===== src/rtl/output_buffer_pkg.sv =====
// Shared definitions for the output_buffer peripheral.
//   - region selects decoded from i_addr[15:12]
//   - bit positions inside the LCD bus word
//   - LCD enable-pulse FSM states
//   - byte-lane merge helper used by every writable register
package output_buffer_pkg;

  localparam logic [3:0] ADDR_LEDR   = 4'h0;
  localparam logic [3:0] ADDR_LEDG   = 4'h1;
  localparam logic [3:0] ADDR_HEX_LO = 4'h2;
  localparam logic [3:0] ADDR_HEX_HI = 4'h3;
  localparam logic [3:0] ADDR_LCD    = 4'h4;

  localparam int LCD_ON_BIT = 31;
  localparam int LCD_EN_BIT = 10;
  localparam int LCD_RS_BIT = 9;
  localparam int LCD_RW_BIT = 8;

  // Bits of the LCD word that software can actually store. EN is owned by
  // the pulse FSM, and the unused gap bits always read as zero.
  localparam logic [31:0] LCD_STORE_MASK = (32'h1 << LCD_ON_BIT) |
                                           (32'h1 << LCD_RS_BIT) |
                                           (32'h1 << LCD_RW_BIT) |
                                           32'h0000_00FF;

  typedef enum logic [1:0] {
    IDLE  = 2'd0,
    SETUP = 2'd1,
    PULSE = 2'd2,
    HOLD  = 2'd3
  } lcd_state_e;

  function automatic logic [31:0] byte_merge(input logic [31:0] old_val,
                                             input logic [31:0] wdata,
                                             input logic [3:0]  bmask);
    logic [31:0] res;
    for (int n = 0; n < 4; n++)
      res[8*n +: 8] = bmask[n] ? wdata[8*n +: 8] : old_val[8*n +: 8];
    return res;
  endfunction

endpackage


===== src/rtl/lcd_pulse_gen.sv =====
// LCD enable-pulse sequencer.
// A start pulse walks the FSM through SETUP -> PULSE -> HOLD -> IDLE, with a
// single shared down-counter reloaded on every state entry.
// Ports:
//   i_clk    clock
//   i_reset  synchronous active-high reset
//   i_start  one-cycle start request (only honoured in IDLE)
//   o_en     LCD EN strobe, high for PULSE_CYC cycles
//   o_busy   high whenever the FSM is outside IDLE
// Both outputs are flops so the LCD pins see no decode glitches.
module lcd_pulse_gen
  import output_buffer_pkg::*;
#(
  parameter int SETUP_CYC = 4,
  parameter int PULSE_CYC = 25,
  parameter int HOLD_CYC  = 4
) (
  input  logic i_clk,
  input  logic i_reset,
  input  logic i_start,
  output logic o_en,
  output logic o_busy
);

  localparam int MAX_A   = (SETUP_CYC > PULSE_CYC) ? SETUP_CYC : PULSE_CYC;
  localparam int MAX_CYC = (MAX_A > HOLD_CYC) ? MAX_A : HOLD_CYC;
  localparam int CW      = $clog2(MAX_CYC) + 1;

  // A state lasting N cycles is entered with N-1 and leaves when it hits 0.
  localparam logic [CW-1:0] SETUP_LD = CW'(SETUP_CYC - 1);
  localparam logic [CW-1:0] PULSE_LD = CW'(PULSE_CYC - 1);
  localparam logic [CW-1:0] HOLD_LD  = CW'(HOLD_CYC - 1);

  lcd_state_e    r_state, w_state_nxt;
  logic [CW-1:0] r_cnt, w_cnt_nxt;
  logic          r_en, r_busy;

  always_comb begin
    w_state_nxt = r_state;
    w_cnt_nxt   = r_cnt;
    case (r_state)
      IDLE: begin
        if (i_start) begin
          w_state_nxt = SETUP;
          w_cnt_nxt   = SETUP_LD;
        end
      end
      SETUP: begin
        if (r_cnt == '0) begin
          w_state_nxt = PULSE;
          w_cnt_nxt   = PULSE_LD;
        end else begin
          w_cnt_nxt = r_cnt - CW'(1);
        end
      end
      PULSE: begin
        if (r_cnt == '0) begin
          w_state_nxt = HOLD;
          w_cnt_nxt   = HOLD_LD;
        end else begin
          w_cnt_nxt = r_cnt - CW'(1);
        end
      end
      HOLD: begin
        if (r_cnt == '0) begin
          w_state_nxt = IDLE;
          w_cnt_nxt   = '0;
        end else begin
          w_cnt_nxt = r_cnt - CW'(1);
        end
      end
      default: begin
        w_state_nxt = IDLE;
        w_cnt_nxt   = '0;
      end
    endcase
  end

  always_ff @(posedge i_clk) begin
    if (i_reset) begin
      r_state <= IDLE;
      r_cnt   <= '0;
      r_en    <= 1'b0;
      r_busy  <= 1'b0;
    end else begin
      r_state <= w_state_nxt;
      r_cnt   <= w_cnt_nxt;
      // Outputs registered from the next state so they line up with r_state.
      r_en    <= (w_state_nxt == PULSE);
      r_busy  <= (w_state_nxt != IDLE);
    end
  end

  assign o_en   = r_en;
  assign o_busy = r_busy;

endmodule


===== src/rtl/output_buffer.sv =====
// Memory-mapped board output peripheral (LEDs, 7-segment, character LCD).
// Build option: define OUTPUT_BUFFER_HEX_ACTIVE_LOW_EN to drive the hex
// segment pins inverted (common-anode displays); readback stays non-inverted.
// Ports:
//   i_clk, i_reset          clock, synchronous active-high reset
//   i_wren/i_rden           write / read request (writes qualified by o_ready)
//   i_addr[15:12]           region select, low 12 bits ignored
//   i_wdata, i_bmask        write data and byte-lane enables
//   o_rdata, o_rvalid       readback, one cycle after i_rden
//   o_ready                 low while an LCD transfer is in flight
//   o_io_ledr, o_io_ledg    LED registers
//   o_io_hex0..o_io_hex7    segment patterns
//   o_io_lcd                {ON[31], EN[10], RS[9], RW[8], DATA[7:0]}
module output_buffer
  import output_buffer_pkg::*;
#(
  parameter int LCD_SETUP_CYC = 4,
  parameter int LCD_PULSE_CYC = 25,
  parameter int LCD_HOLD_CYC  = 4
) (
  input  logic        i_clk,
  input  logic        i_reset,
  input  logic        i_wren,
  input  logic        i_rden,
  input  logic [15:0] i_addr,
  input  logic [31:0] i_wdata,
  input  logic [3:0]  i_bmask,
  output logic [31:0] o_rdata,
  output logic        o_rvalid,
  output logic        o_ready,
  output logic [31:0] o_io_ledr,
  output logic [31:0] o_io_ledg,
  output logic [6:0]  o_io_hex0,
  output logic [6:0]  o_io_hex1,
  output logic [6:0]  o_io_hex2,
  output logic [6:0]  o_io_hex3,
  output logic [6:0]  o_io_hex4,
  output logic [6:0]  o_io_hex5,
  output logic [6:0]  o_io_hex6,
  output logic [6:0]  o_io_hex7,
  output logic [31:0] o_io_lcd
);

`ifdef OUTPUT_BUFFER_HEX_ACTIVE_LOW_EN
  localparam logic [6:0] HEX_POL = 7'h7F;
`else
  localparam logic [6:0] HEX_POL = 7'h00;
`endif

  logic [31:0] r_ledr, r_ledg, r_hex_lo, r_hex_hi, r_lcd;
  logic [31:0] r_rdata;
  logic        r_rvalid;

  logic [3:0]  w_sel;
  logic        w_wr_acc, w_lcd_start;
  logic        w_lcd_en, w_lcd_busy;
  logic [31:0] w_lcd_bus, w_rd_mux;
  logic [7:0][6:0] w_hex;
  logic        w_addr_unused;

  assign w_sel         = i_addr[15:12];
  assign w_addr_unused = ^i_addr[11:0];

  // Every write stalls while the LCD sequencer runs; the LSU holds the request.
  assign o_ready     = ~w_lcd_busy;
  assign w_wr_acc    = i_wren & o_ready;
  assign w_lcd_start = w_wr_acc && (w_sel == ADDR_LCD) && (|i_bmask);

  lcd_pulse_gen #(
    .SETUP_CYC (LCD_SETUP_CYC),
    .PULSE_CYC (LCD_PULSE_CYC),
    .HOLD_CYC  (LCD_HOLD_CYC)
  ) u_lcd_pulse_gen (
    .i_clk   (i_clk),
    .i_reset (i_reset),
    .i_start (w_lcd_start),
    .o_en    (w_lcd_en),
    .o_busy  (w_lcd_busy)
  );

  // EN comes from the live FSM, never from the stored word.
  assign w_lcd_bus = r_lcd | (32'(w_lcd_en) << LCD_EN_BIT);

  always_comb begin
    w_rd_mux = '0;
    case (w_sel)
      ADDR_LEDR:   w_rd_mux = r_ledr;
      ADDR_LEDG:   w_rd_mux = r_ledg;
      ADDR_HEX_LO: w_rd_mux = r_hex_lo;
      ADDR_HEX_HI: w_rd_mux = r_hex_hi;
      ADDR_LCD:    w_rd_mux = w_lcd_bus;
      default:     w_rd_mux = '0;
    endcase
  end

  always_ff @(posedge i_clk) begin
    if (i_reset) begin
      r_ledr   <= '0;
      r_ledg   <= '0;
      r_hex_lo <= '0;
      r_hex_hi <= '0;
      r_lcd    <= '0;
      r_rdata  <= '0;
      r_rvalid <= 1'b0;
    end else begin
      if (w_wr_acc) begin
        case (w_sel)
          ADDR_LEDR:   r_ledr   <= byte_merge(r_ledr, i_wdata, i_bmask);
          ADDR_LEDG:   r_ledg   <= byte_merge(r_ledg, i_wdata, i_bmask);
          ADDR_HEX_LO: r_hex_lo <= byte_merge(r_hex_lo, i_wdata, i_bmask);
          ADDR_HEX_HI: r_hex_hi <= byte_merge(r_hex_hi, i_wdata, i_bmask);
          ADDR_LCD:    r_lcd    <= byte_merge(r_lcd, i_wdata, i_bmask) & LCD_STORE_MASK;
          default: ;
        endcase
      end
      // Readback samples pre-write state, so a same-cycle write reads old data.
      r_rvalid <= i_rden;
      r_rdata  <= i_rden ? w_rd_mux : '0;
    end
  end

  // Segment bit 7 of each byte is kept for readback only.
  for (genvar n = 0; n < 4; n++) begin : g_hex
    assign w_hex[n]   = r_hex_lo[8*n +: 7] ^ HEX_POL;
    assign w_hex[n+4] = r_hex_hi[8*n +: 7] ^ HEX_POL;
  end

  assign o_io_hex0 = w_hex[0];
  assign o_io_hex1 = w_hex[1];
  assign o_io_hex2 = w_hex[2];
  assign o_io_hex3 = w_hex[3];
  assign o_io_hex4 = w_hex[4];
  assign o_io_hex5 = w_hex[5];
  assign o_io_hex6 = w_hex[6];
  assign o_io_hex7 = w_hex[7];

  assign o_io_ledr = r_ledr;
  assign o_io_ledg = r_ledg;
  assign o_io_lcd  = w_lcd_bus;
  assign o_rdata   = r_rdata;
  assign o_rvalid  = r_rvalid;

endmodule


===== config.mk =====
export PLATFORM = sky130hd
export DESIGN_NAME = output_buffer
export DESIGN_NICKNAME = d
export VERILOG_FILES = /design/src/rtl/output_buffer_pkg.sv /design/src/rtl/lcd_pulse_gen.sv /design/src/rtl/output_buffer.sv
export SDC_FILE = /design/constraint.sdc
export NUM_CORES = 1
export LEC_CHECK = 0
export ABC_CLOCK_PERIOD_IN_PS = 2500
export BUFFER_PORTS_ARGS = -buffer_cell sky130_fd_sc_hd__buf_2
export CORE_UTILIZATION = 52
export DETAILED_ROUTE_END_ITERATION = 16
export PLACE_DENSITY_LB_ADDON = 0.25
export SLEW_MARGIN = 20
export SYNTH_ARGS = -nofsm -noshare
export SYNTH_HDL_FRONTEND = slang
export SYNTH_HIERARCHICAL = 1
export SYNTH_SLANG_ARGS = --single-unit

===== constraint.sdc =====
create_clock -name i_clk -period 2.5 [get_ports i_clk]
set_input_delay 0.375 -clock i_clk [delete_from_list [all_inputs] [get_ports i_clk]]
set_output_delay 0.375 -clock i_clk [all_outputs]
set_load 0.02 [all_outputs]

==> reports/metrics.cfg, run 1 <==
[worst_setup_path]
slowest_stage = or3b_2
path_class = reg -> reg
end_kind = flop
critPathMaxStageDelay_ps = 500
arrival_ps = 2230
startpoint_type = flop
cp_max_fo = 10
crit_chain = nor2b_1, nand3_1, nor2_1, or3b_2, o311ai_0, a21oi_1
cp.required_ps = 2790

[finish]
final_cell_mix = buf_2 (208), dfxtp_1 (182), a21oi_1 (152), nand3_1 (132), o21ai_0 (126)
drive_gt1_share_pct = 30.1
synthToLayoutAreaGrowth_pct = 15.0
final_core_util_pct = 61.4
layout_commonest_cell = buf_2
nets = 1150

[clock_tree]
root_buffer = clkbuf_16
hold_buffers = 0
numCtsBuffers = 17
postCtsResizedCells = 0
htreeDepth = 4
cts_sinks = 182
postCtsSetupRepairBufs = 0
cts.path.max_buffers = 2
clk_pin_slew_worst_paths_ps = 60
clk_latency_ps = 440
cts_tree = yes

[place]
hpwl_um = 15600
gp_congestion = 0.806
portBuffers = 209
dpl_worst_slack_ps = 431

[pwr]
p_leak_nw = 3.95
p_sw_w = 0.00170
power_density_mw_per_mm2 = 673
vdd_drop_max_mv = 0.507
seqPwrFrac_pct = 45.8
power_w = 0.00656
swShare_pct = 25.9
p_comb_share_pct = 11.2
pwr-share-clk_pct = 43.0
p_int_w = 0.00486

[yosys]
synthFlopType = dfxtp_1
synth_area_per_cell_um2 = 8.60
synth_cell_types = 53
async_reset_ff_share_pct = 0
netlist_area_mm2 = 0.00848
synth_edf_count = 0
ys_warn_count = 6
yosysSeqAreaShare_pct = 43.0
netlist_instances = 986
synth_seq_cells = 182

[route]
wl_um = 24200
antenna_left = 0
drtIter0Drc = 859
first_pass_iters = 9
num_vias = 7783
vias_per_cell = 5.88
drc = 0
wl_per_cell_um = 18.3

[timing]
timing.slew.headroom_pct = 53.8
finalHoldViolCount = 0
timing.final.crit_share_pct = 77.5
fmax_mhz = 516
fin_setup_tns_ps = 0
fin_ws_ps = 563
slew_viol_final = 0
worst_clock_skew_ps = 9.12
holdWs_ps = 223
finalSetupViolations = 0
worstMarginPinSlew_ps = 691
rsz0062_at_grt = false
post-route-min-period_ps = 1940

[global_route]
grt_pass1_wl_um = 37100
grt_max_degree = 71
antenna_found_initial = 2
first_global_vias = 6854
grt_usage_pct = 28.5
overflow = 0

[die]
fp-row-count = 46
core_mm2 = 0.0159
initial_core_util_pct = 53.4
die_height_um = 130
dieArea_mm2 = 0.0168
die_x_um = 130
ios = 242

[flow_run]
maxCapViolations = 0

[hold_path]
hold_path.class = in -> reg

[outcome]
status = finished clean

-- power by group through the flow --
stage	sequential [W]	combinational [W]	clock, W
after global routing	0.00301	0.000796	0.00297
final	0.00301	0.000734	0.00282
after detailed placement	0.00307	0.000723	0
after floorplan	0.00306	0.000538	0
after global placement	0.00307	0.000717	0
after CTS	0.00301	0.000725	0.00285
-- cells in the mapped netlist (3+ instances only) --
library cell / count / area (µm²)
dfxtp_1: 182 / 3640
a21oi_1: 152 / 761
nand3_1: 132 / 661
o21ai_0: 126 / 631
buf_4: 78 / 586
clkbuf_1: 59 / 221
mux2_2: 43 / 484
buf_2: 26 / 130
nand2b_1: 23 / 144
a22oi_1: 22 / 165
nand2_1: 22 / 82.6
nor2_1: 17 / 63.8
mux2i_1: 11 / 110
a222oi_1: 10 / 100
buf_6: 7 / 78.8
nand3b_1: 7 / 52.6
o21ai_1: 7 / 35.0
inv_1: 6 / 22.5
and3b_1: 4 / 35.0
nor2b_1: 4 / 25.0
a211o_1: 3 / 26.3
a311oi_1: 3 / 26.3
nand4_1: 3 / 18.8
nor3_1: 3 / 15.0
or2_2: 3 / 18.8
-- cells by family (layout without fill, tap and decap cells) --
logic type	after synthesis	count (layout)	share of synthesized area (%)
flops	182	182	43.0
other cells	1	23	0.0442
simple gates	235	235	15.7
compound gates	334	334	21.6
mux	54	54	7.01
buf+inv	178	278	12.3
fa+ha+maj	2	2	0.295
-- metal layers --
| layer | up-vias | GRT usage, % | share of wire (%) |
|---|---|---|---|
| met4 | 0 | 8.76 | 1.2 |
| met5 | - | 0 | 0 |
| met3 | 30 | 6.97 | 8.9 |
| met2 | 377 | 44.3 | 47 |
| li1 | 3664 | - | - |
| met1 | 3712 | 39.0 | 43 |
-- state kept, by name, summed over array words and instances (netlist names) --
signal                   flops
u_lcd_pulse_gen/o_en         1
o_rdata                     32
r_hex_lo                    32
u_lcd_pulse_gen/o_busy       1
o_io_ledg                   32
o_io_ledr                   32
u_lcd_pulse_gen/r_state      2
o_rvalid                     1
r_hex_hi                    32
r_lcd                       11
u_lcd_pulse_gen/r_cnt        6
-- path summary, 6_finish.rpt --
kind                                     start                               endpoint  cells past startpoint  slack [ps]
min reg2reg          r_hex_lo[15]$_SDFFE_PP0P_                 o_rdata[15]$_SDFF_PP0_                      2         450
max reg2reg  u_lcd_pulse_gen/o_busy$_SDFF_PP0_  u_lcd_pulse_gen/r_cnt[5]$_SDFFE_PP0P_                      6         560
max          u_lcd_pulse_gen/o_busy$_SDFF_PP0_  u_lcd_pulse_gen/r_cnt[5]$_SDFFE_PP0P_                      6         560
min                                i_wdata[17]             o_io_ledr[17]$_SDFFE_PP0P_                      3         220
-- area by class of cell --
type | count | area [µm²]
Fill cell | 1413 | 6130
Sequential cell | 182 | 3640
Multi-Input combinational cell | 645 | 3880
Clock buffer | 22 | 484
Inverter | 6 | 22.5
Clock inverter | 10 | 143
Timing Repair Buffer | 240 | 1310
Tap cell | 216 | 270
Antenna cell | 3 | 7.51
-- worst max-delay path, delay by kind of cell (launching register included) --
family          cells  cell delay [ps]
flops               1              390
simple gates        4             1180
compound gates      2              230
-- per-stage QoR --
step / area (µm²) / std cells
2_1_floorplan: 8550 / 1005
3_3_place_gp: 9120 / 1289
3_5_place_dp: 9120 / 1289
4_1_cts: 9750 / 1321
5_1_grt: 9750 / 1322
6_report: 9750 / 1324
No activity file was read; power rests on OpenSTA's default activity.
==> run 2: changes to the inputs <==
ABC_CLOCK_PERIOD_IN_PS = 2000   (was 2500)
clock period = 2 ns   (was 2.5 ns; I/O delays follow)
==> reports/metrics.cfg, run 2 (synthesis results as in run 1) <==
[global_route]
first_global_vias = 7156
grt_pass1_wl_um = 38400
antenna_found_initial = 0
overflow = 0
grt_usage_pct = 29.5
grt_max_degree = 99

[pwr]
p_leak_nw = 4.00
power_density_mw_per_mm2 = 818
vdd_drop_max_mv = 0.652

[route]
antenna_left = 0
first_pass_iters = 5
drc = 0
wl_per_cell_um = 18.8
wl_um = 25000
num_vias = 7879
drtIter0Drc = 1024
vias_per_cell = 5.93

[finish]
synthToLayoutAreaGrowth_pct = 15.8
diodes = 0
layout_commonest_cell = buf_2
drive_gt1_share_pct = 30.6
final_cell_mix = buf_2 (208), dfxtp_1 (182), a21oi_1 (152), nand3_1 (132), o21ai_0 (126)
nets = 1159
fill_cells = 1392

[clock_tree]
postCtsResizedCells = 0
numCtsBuffers = 17
root_buffer = clkbuf_16
cts_sinks = 182
clk_pin_slew_worst_paths_ps = 70
cts_tree = yes
htreeDepth = 4
hold_buffers = 0
clk_latency_ps = 430
cts.path.max_buffers = 2
postCtsSetupRepairBufs = 0

[timing]
post-route-min-period_ps = 1730
worst_clock_skew_ps = 7.24
slew_viol_final = 0
fin_setup_tns_ps = 0
fin_ws_ps = 273
worstMarginPinSlew_ps = 696
timing.final.crit_share_pct = 86.3
finalSetupViolations = 0
rsz0062_at_grt = false
finalHoldViolCount = 0
fmax_mhz = 579
timing.slew.headroom_pct = 53.6

[worst_setup_path]
cp_max_fo = 8
end_kind = flop
crit_chain = inv_1, ha_1, nor4b_2, buf_4, and3_1, a2111oi_0
arrival_ps = 2030
cp.required_ps = 2300
r2r_start = u_lcd_pulse_gen/r_cnt[0]$_SDFFE_PP0P_
startpoint_type = flop
critPathMaxStageDelay_ps = 400
r2r_setup_slack_ps = 270
path_class = reg -> reg
slowest_stage = a2111oi_0
reg2reg_to = u_lcd_pulse_gen/r_cnt[0]$_SDFFE_PP0P_
r2r_cells = 6

[die]
die_x_um = 130
initial_core_util_pct = 53.4
core_mm2 = 0.0159
die_height_um = 130
fp-row-count = 46
dieArea_mm2 = 0.0168
ios = 242

[hold_path]
hold_start = i_wdata[30]
hold_depth = 3
hold_end = r_hex_hi[30]$_SDFFE_PP0P_
hold_path.class = in -> reg

[place]
portBuffers = 209
hpwl_um = 15900
dpl_worst_slack_ps = 92.3
gp_congestion = 0.865

[flow_run]
maxCapViolations = 0

[outcome]
status = finished clean

## run 2: cell count changes in the layout (fill, tap and decap cells not counted), sizes merged
cell,before,now
inv,7,6
clkinvlp,4,2
buf,240,249
diode,3,0
clkbuf,22,24
bufinv,3,1
clkinv,2,4
## run 2: where the power goes
| part | total, W | leakage [nW] | switching [W] | internal [W] |
|---|---|---|---|---|
| Combinational | 0.000987 | 2.25 | 0.000651 | 0.000336 |
| Clock | 0.00329 | 0.284 | 0.00139 | 0.00190 |
| Sequential | 0.00375 | 1.47 | 0.0000692 | 0.00368 |
| Total | 0.00803 | 4.00 | 0.00211 | 0.00592 |
## run 2: per-stage QoR
stage	hold slack, ps	utilization [%]	cells	instance area (µm²)	total power, W
floorplan	428	-	1005	8560	0.00450
global placement	442	58.2	1298	9240	0.00479
detailed placement	442	58.2	1298	9240	0.00480
CTS	143	61.8	1329	9820	0.00804
global route	143	61.8	1329	9820	0.00831
finish	148	61.8	1329	9820	0.00803
## run 2: area by class of cell
type	count	area [µm²]	area share [%]
Inverter	6	22.5	0.229
Clock buffer	24	512	5.21
Clock inverter	7	68.8	0.701
Tap cell	216	270	2.75
Timing Repair Buffer	249	1420	14.5
Sequential cell	182	3640	37.1
Multi-Input combinational cell	645	3880	39.5
## run 2: worst max-delay path by stage
stage	slack, ps	start	endpoint	cells after the start
detailed placement	90	i_addr[13]	r_hex_lo[13]$_SDFFE_PP0P_	5
floorplan	8	i_addr[13]	u_lcd_pulse_gen/r_cnt[5]$_SDFFE_PP0P_	8
global placement	120	i_addr[13]	r_hex_lo[14]$_SDFFE_PP0P_	5
global route	120	u_lcd_pulse_gen/r_cnt[1]$_SDFFE_PP0P_	u_lcd_pulse_gen/r_cnt[0]$_SDFFE_PP0P_	6
finish	270	u_lcd_pulse_gen/r_cnt[0]$_SDFFE_PP0P_	u_lcd_pulse_gen/r_cnt[0]$_SDFFE_PP0P_	6
CTS	290	u_lcd_pulse_gen/r_cnt[0]$_SDFFE_PP0P_	u_lcd_pulse_gen/r_cnt[0]$_SDFFE_PP0P_	6
## run 2: routing by layer
layer	share of wire, %	vias up	track usage [%]
met5	0	-	0
met4	2.1	0	10.6
met3	8.0	38	6.40
met2	46	371	45.8
met1	44	3780	40.5
li1	-	3690	-
## run 2: worst max-delay path, delay by kind of cell, from the launching register on
family	cells	cell delay, ps
AOI/OAI and AO/OA	1	400
and+or+nand+nor	2	390
DFF	1	330
buffers and inverters	2	250
adders and majority gates	1	230
